$ cat config.mk
export PLATFORM = sky130hd
export DESIGN_NAME = dcache_ctrl
export DESIGN_NICKNAME = d
export VERILOG_FILES = /design/src/rtl/dcache_ctrl.sv
export SDC_FILE = /design/constraint.sdc
export NUM_CORES = 2
export LEC_CHECK = 0
export CAP_MARGIN = 20
export CORE_UTILIZATION = 45
export CTS_CLUSTER_DIAMETER = 50
export DETAILED_ROUTE_END_ITERATION = 10
export SLEW_MARGIN = 30
export SYNTH_ARGS = -nofsm -noshare
export SYNTH_HDL_FRONTEND = slang
export SYNTH_SLANG_ARGS = --single-unit
$ cat constraint.sdc
create_clock -name clk -period 8.3 [get_ports clk]
set_clock_uncertainty 0.2 [all_clocks]
set_input_delay 2.075 -clock clk [delete_from_list [all_inputs] [get_ports clk]]
set_output_delay 2.075 -clock clk [all_outputs]
set_load 0.005 [all_outputs]
$ cat src/rtl/dcache_ctrl.sv
// dcache_ctrl
// Blocking, direct-mapped, write-through data cache sitting between the MEM
// stage and the backing data memory. One 32-bit word per line.
//
// Ports:
//   clk, rst          rising-edge clock, synchronous active-high reset
//   MEM[1:0]          bit0 = load, bit1 = store (11 behaves as a store)
//   Addr, Wdata       byte address and store data from the EX/MEM latch
//   Rdata             load data back to the MEM/WB latch
//   BUSY              combinational stall request to the pipeline controller
//   mem_req/mem_we    registered backing-memory request and direction
//   mem_addr/mem_wdata word-aligned request address and write data
//   mem_rdata/mem_ack read data and one-cycle completion pulse from memory
module dcache_ctrl #(
    parameter int IDX_BITS = 4,
    parameter int ADDR_W   = 32
) (
    input  logic              clk,
    input  logic              rst,
    input  logic [1:0]        MEM,
    input  logic [ADDR_W-1:0] Addr,
    input  logic [31:0]       Wdata,
    output logic [31:0]       Rdata,
    output logic              BUSY,
    output logic              mem_req,
    output logic              mem_we,
    output logic [ADDR_W-1:0] mem_addr,
    output logic [31:0]       mem_wdata,
    input  logic [31:0]       mem_rdata,
    input  logic              mem_ack
);

    localparam int LINES = 2 ** IDX_BITS;
    localparam int TAG_W = ADDR_W - 2 - IDX_BITS;

    typedef enum logic [1:0] {IDLE, FILL, WRITE, DONE} state_t;

    state_t                state_q, state_d;
    logic [LINES-1:0]      valid_q, valid_d;
    logic [TAG_W-1:0]      tag_q  [LINES];
    logic [TAG_W-1:0]      tag_d  [LINES];
    logic [31:0]           data_q [LINES];
    logic [31:0]           data_d [LINES];
    logic [31:0]           resp_q, resp_d;
    logic                  mem_req_q, mem_req_d;
    logic                  mem_we_q, mem_we_d;
    logic [ADDR_W-1:0]     mem_addr_q, mem_addr_d;
    logic [31:0]           mem_wdata_q, mem_wdata_d;

    logic [IDX_BITS-1:0]   req_idx, fill_idx;
    logic [TAG_W-1:0]      req_tag, fill_tag;
    logic                  hit, is_store, is_load;
    logic [1:0]            unused_addr_bits;

    // Byte offset is ignored: all accesses are word-aligned.
    assign unused_addr_bits = Addr[1:0];

    assign req_idx  = Addr[IDX_BITS+1:2];
    assign req_tag  = Addr[ADDR_W-1:IDX_BITS+2];
    // The fill writes the line addressed by the captured request, so the
    // inputs need not be re-sampled once the FSM has left IDLE.
    assign fill_idx = mem_addr_q[IDX_BITS+1:2];
    assign fill_tag = mem_addr_q[ADDR_W-1:IDX_BITS+2];

    assign hit      = valid_q[req_idx] && (tag_q[req_idx] == req_tag);
    assign is_store = MEM[1];
    assign is_load  = (MEM == 2'b01);

    // Next-state and line-update logic.
    always_comb begin
        state_d     = state_q;
        valid_d     = valid_q;
        tag_d       = tag_q;
        data_d      = data_q;
        resp_d      = resp_q;
        mem_req_d   = mem_req_q;
        mem_we_d    = mem_we_q;
        mem_addr_d  = mem_addr_q;
        mem_wdata_d = mem_wdata_q;
        case (state_q)
            IDLE: begin
                if (is_store) begin
                    state_d     = WRITE;
                    mem_req_d   = 1'b1;
                    mem_we_d    = 1'b1;
                    mem_addr_d  = {Addr[ADDR_W-1:2], 2'b00};
                    mem_wdata_d = Wdata;
                    // Store hits update the cached copy; misses do not allocate.
                    if (hit) begin
                        data_d[req_idx] = Wdata;
                    end
                end else if (is_load && !hit) begin
                    state_d    = FILL;
                    mem_req_d  = 1'b1;
                    mem_we_d   = 1'b0;
                    mem_addr_d = {Addr[ADDR_W-1:2], 2'b00};
                end
            end
            FILL: begin
                if (mem_ack) begin
                    valid_d[fill_idx] = 1'b1;
                    tag_d[fill_idx]   = fill_tag;
                    data_d[fill_idx]  = mem_rdata;
                    resp_d            = mem_rdata;
                    mem_req_d         = 1'b0;
                    state_d           = DONE;
                end
            end
            WRITE: begin
                if (mem_ack) begin
                    mem_req_d = 1'b0;
                    state_d   = DONE;
                end
            end
            DONE: begin
                state_d = IDLE;
            end
            default: begin
                state_d = IDLE;
            end
        endcase
    end

    // Stall and load-data outputs; a load hit returns data with no delay.
    always_comb begin
        BUSY  = 1'b0;
        Rdata = resp_q;
        if (state_q == IDLE) begin
            Rdata = data_q[req_idx];
        end
        if (!rst) begin
            case (state_q)
                IDLE:        BUSY = is_store || (is_load && !hit);
                FILL, WRITE: BUSY = 1'b1;
                default:     BUSY = 1'b0;
            endcase
        end
    end

    // State registers; tag/data arrays are not reset since valid gates them.
    always_ff @(posedge clk) begin
        if (rst) begin
            state_q     <= IDLE;
            valid_q     <= '0;
            resp_q      <= '0;
            mem_req_q   <= 1'b0;
            mem_we_q    <= 1'b0;
            mem_addr_q  <= '0;
            mem_wdata_q <= '0;
        end else begin
            state_q     <= state_d;
            valid_q     <= valid_d;
            tag_q       <= tag_d;
            data_q      <= data_d;
            resp_q      <= resp_d;
            mem_req_q   <= mem_req_d;
            mem_we_q    <= mem_we_d;
            mem_addr_q  <= mem_addr_d;
            mem_wdata_q <= mem_wdata_d;
        end
    end

    assign mem_req   = mem_req_q;
    assign mem_we    = mem_we_q;
    assign mem_addr  = mem_addr_q;
    assign mem_wdata = mem_wdata_q;

endmodule

==> summary.txt <==
Run status
  – Outcome: finished, final reports clean

Placed design
  – Placement Setup Slack: 0.254 ns
  – Placed wire-length estimate: 78.3 mm
  – Placed cells: 4669
  – Port Buffer Count: 195
  – Gpl congestion: a little over 0.8

Synthesis
  – Synth Cell Area: between 40000 and 50000 µm²
  – Distinct cells, synth: 56
  – Seq/Total Area, Yosys: 0.656
  – Async S/R FF share, synth: 0
  – Number of flops mapped to enable cells by yosys: 928
  – #FFs+latches synth: 1042
  – Top FF cell, synth: edfxtp_1
  – Avg Cell Area, Syn: 13.9 µm²
  – Cells after Synth: 3318
  – YS warnings: 0

CTS
  – Cts repair resizes: 0
  – Reg clk slew, reported paths: 0.06 ns
  – H-tree level count: 3
  – Root Driver: clkbuf_16
  – Worst skew pair latency: 0.72 ns
  – Hold-fix buffer count after cts: 0
  – Cts bufs inserted: 118
  – Clock Path Buffers: 3
  – CTS tree: done
  – Clk sinks: 1042
  – Postcts setup bufs: 0

Route
  – DR top layer: met5
  – Metal2 WL: a little under 70 mm
  – Antenna-violating nets left: 0
  – WL final: 142 mm
  – Drt drc: 0
  – Number of vias per cell: ~6
  – DR pass1 iterations: 6
  – Detailed-route via count: approximately 30000
  – Wire per inst: 29.1 µm
  – Drt initial violations: roughly 4000
  – Met3 wire length: 14.6 mm
  – DRT met1 WL: 54.5 mm

Pwr
  – Clock power frac: 0.393
  – Pint: between 9 and 10 mW
  – Combinational Power Share: 0.147
  – Seq pwr share: 0.460
  – Switching share of power: 0.266
  – Total power per unit cell area: 247 nW/µm²
  – Max VDD drop: 0.000203 V
  – Leak: ~17 nW
  – Net switching power: 3.52 mW

Die
  – DIE AREA: 103000 µm²
  – Initial Util: 0.457
  – Ports: 200
  – Die Y: roughly 320 µm
  – DIE WIDTH: approximately 320 µm
  – # rows: 116
  – Core footprint: around 100000 µm²

Critical path
  – Critical Path Start Type: input port
  – Slowest cell delay on critical path: approximately 0.53 ns
  – Slowest-stage cell, CP: o41a_2
  – CP Capture Type: output port
  – Arrival @ worst endpoint: 5.81 ns
  – CP dominant cell by count: buf_4
  – WS Path Type: input port to output port
  – CP cell instances: buf_4, buf_12, mux2_2, o22ai_1, a221oi_1, xor2_1, nor4_1, o211ai_1, o41a_2, nor2_1, nor3_1, buf_4, clkdlybuf4s50_1
  – Critical Path Fanout Max: 37
  – Worst endpoint required time: around 6.0 ns

GRT
  – Number of global-route vias before repair: 30000
  – Initial antenna violation count: 5
  – Gr ovfl total: 0
  – Tot GR Track Use: 0.275
  – Largest net degree at the start of global routing: 99
  – First-pass GRT wire length: 204 mm

Cells and area
  – Share of layout cells above drive strength 1: 0.188
  – Post-Layout Cell Count: roughly 4900
  – Flip-flop and latch area: around 30000 µm²
  – Nets: 3537
  – Most common cell after layout, fill and taps aside: edfxtp_1
  – Fin util: 0.534
  – P&R area growth vs syn: 16.8%
  – Most frequent cells in the layout: edfxtp_1, nand2_1, o21ai_0
  – # diodes: 0
  – Multi-input gate area in the final layout: ~15000 µm²
  – FILL cells: between 8000 and 9000

Timing
  – Fmax: 124 MHz
  – Slew Limit Fails: 0
  – Final setup viols: 0
  – Post-route setup TNS: 0 ns
  – Period utilization: 0.974
  – Fin crit period: 8.08 ns
  – Worst setup margin: between 0.2 and 0.25 ns
  – Final Hold Violating Endpoints: 0
  – Max transition margin: 0.359
  – RSZ-0062 raised after global routing: no
  – Slew @ Worst Pin: approximately 0.96 ns

Run
  – Max_cap viols: 0

Min path
  – Min-Delay Path Class: register to register
## Yosys cell counts (13+ instances only)
cell type / n / area share
mux2i_1: 107 / 0.023
o22ai_1: 32 / 0.0044
xor2_1: 22 / 0.0042
nor2b_1: 15 / 0.0020
a31oi_1: 13 / 0.0018
nor2_1: 111 / 0.0091
mux2_2: 59 / 0.014
mux4_2: 235 / 0.12
clkbuf_1: 261 / 0.021
edfxtp_1: 928 / 0.61
dfxtp_1: 114 / 0.050
inv_1: 24 / 0.0020
buf_2: 30 / 0.0033
a221oi_1: 13 / 0.0025
a22o_1: 37 / 0.0071
o21ai_0: 518 / 0.056
a21oi_1: 39 / 0.0042
nand2_1: 639 / 0.052
## final cells by class
type | instances | share of cell area
repair buffers | 312 | 0.0569
well taps | 1357 | 0.0316
inverters | 24 | 0.00170
clock buffers | 172 | 0.0642
clock inverters | 51 | 0.00916
flip-flops and latches | 1042 | 0.562
multi-input cells | 1934 | 0.275
## logic make-up after synthesis
group,count (synthesis),synth area share
AO/OA/AOI/OAI,683,0.0818
XOR/XNOR,34,0.00648
adder cells (fa/ha/maj),4,0.00109
buffers and inverters,343,0.0325
flip-flops,1042,0.656
multiplexers,401,0.153
other,1,0.0000816
AND/OR/NAND/NOR,810,0.0692
## worst max-delay path, delay by kind of cell
kind                      cells  cell delay [ns]
AOI/OAI and AO/OA             4             1.03
xor gates and xnor gates      1             0.20
buffers and inverters         4             1.44
muxes                         1             0.36
and+or+nand+nor               3             0.62
## metrics by stage
step / hold WS [ns] / area, µm² / power [mW]
finish: 0.255 / 53700 / 13.3
floorplan: 0.239 / 46000 / 7.20
CTS: 0.258 / 53700 / 13.3
detailed placement: 0.250 / 49700 / 8.13
global route: 0.278 / 53700 / 13.6
global placement: 0.241 / 49700 / 8.07
## path summary, 6_finish.rpt
| check | startpoint | end | slack (ns) | depth (start not counted) |
|---|---|---|---|---|
| max reg2reg | tag_q[166] | data_q[372] | 3.39 | 12 |
| max | Addr[5] | BUSY | 0.22 | 13 |
| min reg2reg | mem_wdata[17] | mem_wdata[17] | 0.25 | 2 |
| min | mem_wdata[17] | mem_wdata[17] | 0.25 | 2 |
## flip-flops by register name, summed over array words and instances, names as in the netlist
register	flops
data_q	512
mem_addr	30
mem_req	1
mem_wdata	32
mem_we	1
resp_q	32
state_q	2
tag_q	416
valid_q	16
## layer usage
metal	vias to the layer above	track usage
met5	-	0
li1	12700	-
met2	1828	0.441
met1	15300	0.364
met3	335	0.0621
met4	8	0.108
## power by group through the flow
| stage | Sequential (mW) | Combinational, mW | Clock (mW) |
|---|---|---|---|
| after CTS | 6.10 | 1.93 | 5.28 |
| after global routing | 6.12 | 2.05 | 5.47 |
| final | 6.10 | 1.94 | 5.21 |
| after detailed placement | 6.21 | 1.92 | 0 |
| after floorplan | 6.15 | 1.05 | 0 |
| after global placement | 6.19 | 1.88 | 0 |
(Power assumes the default switching activity.)
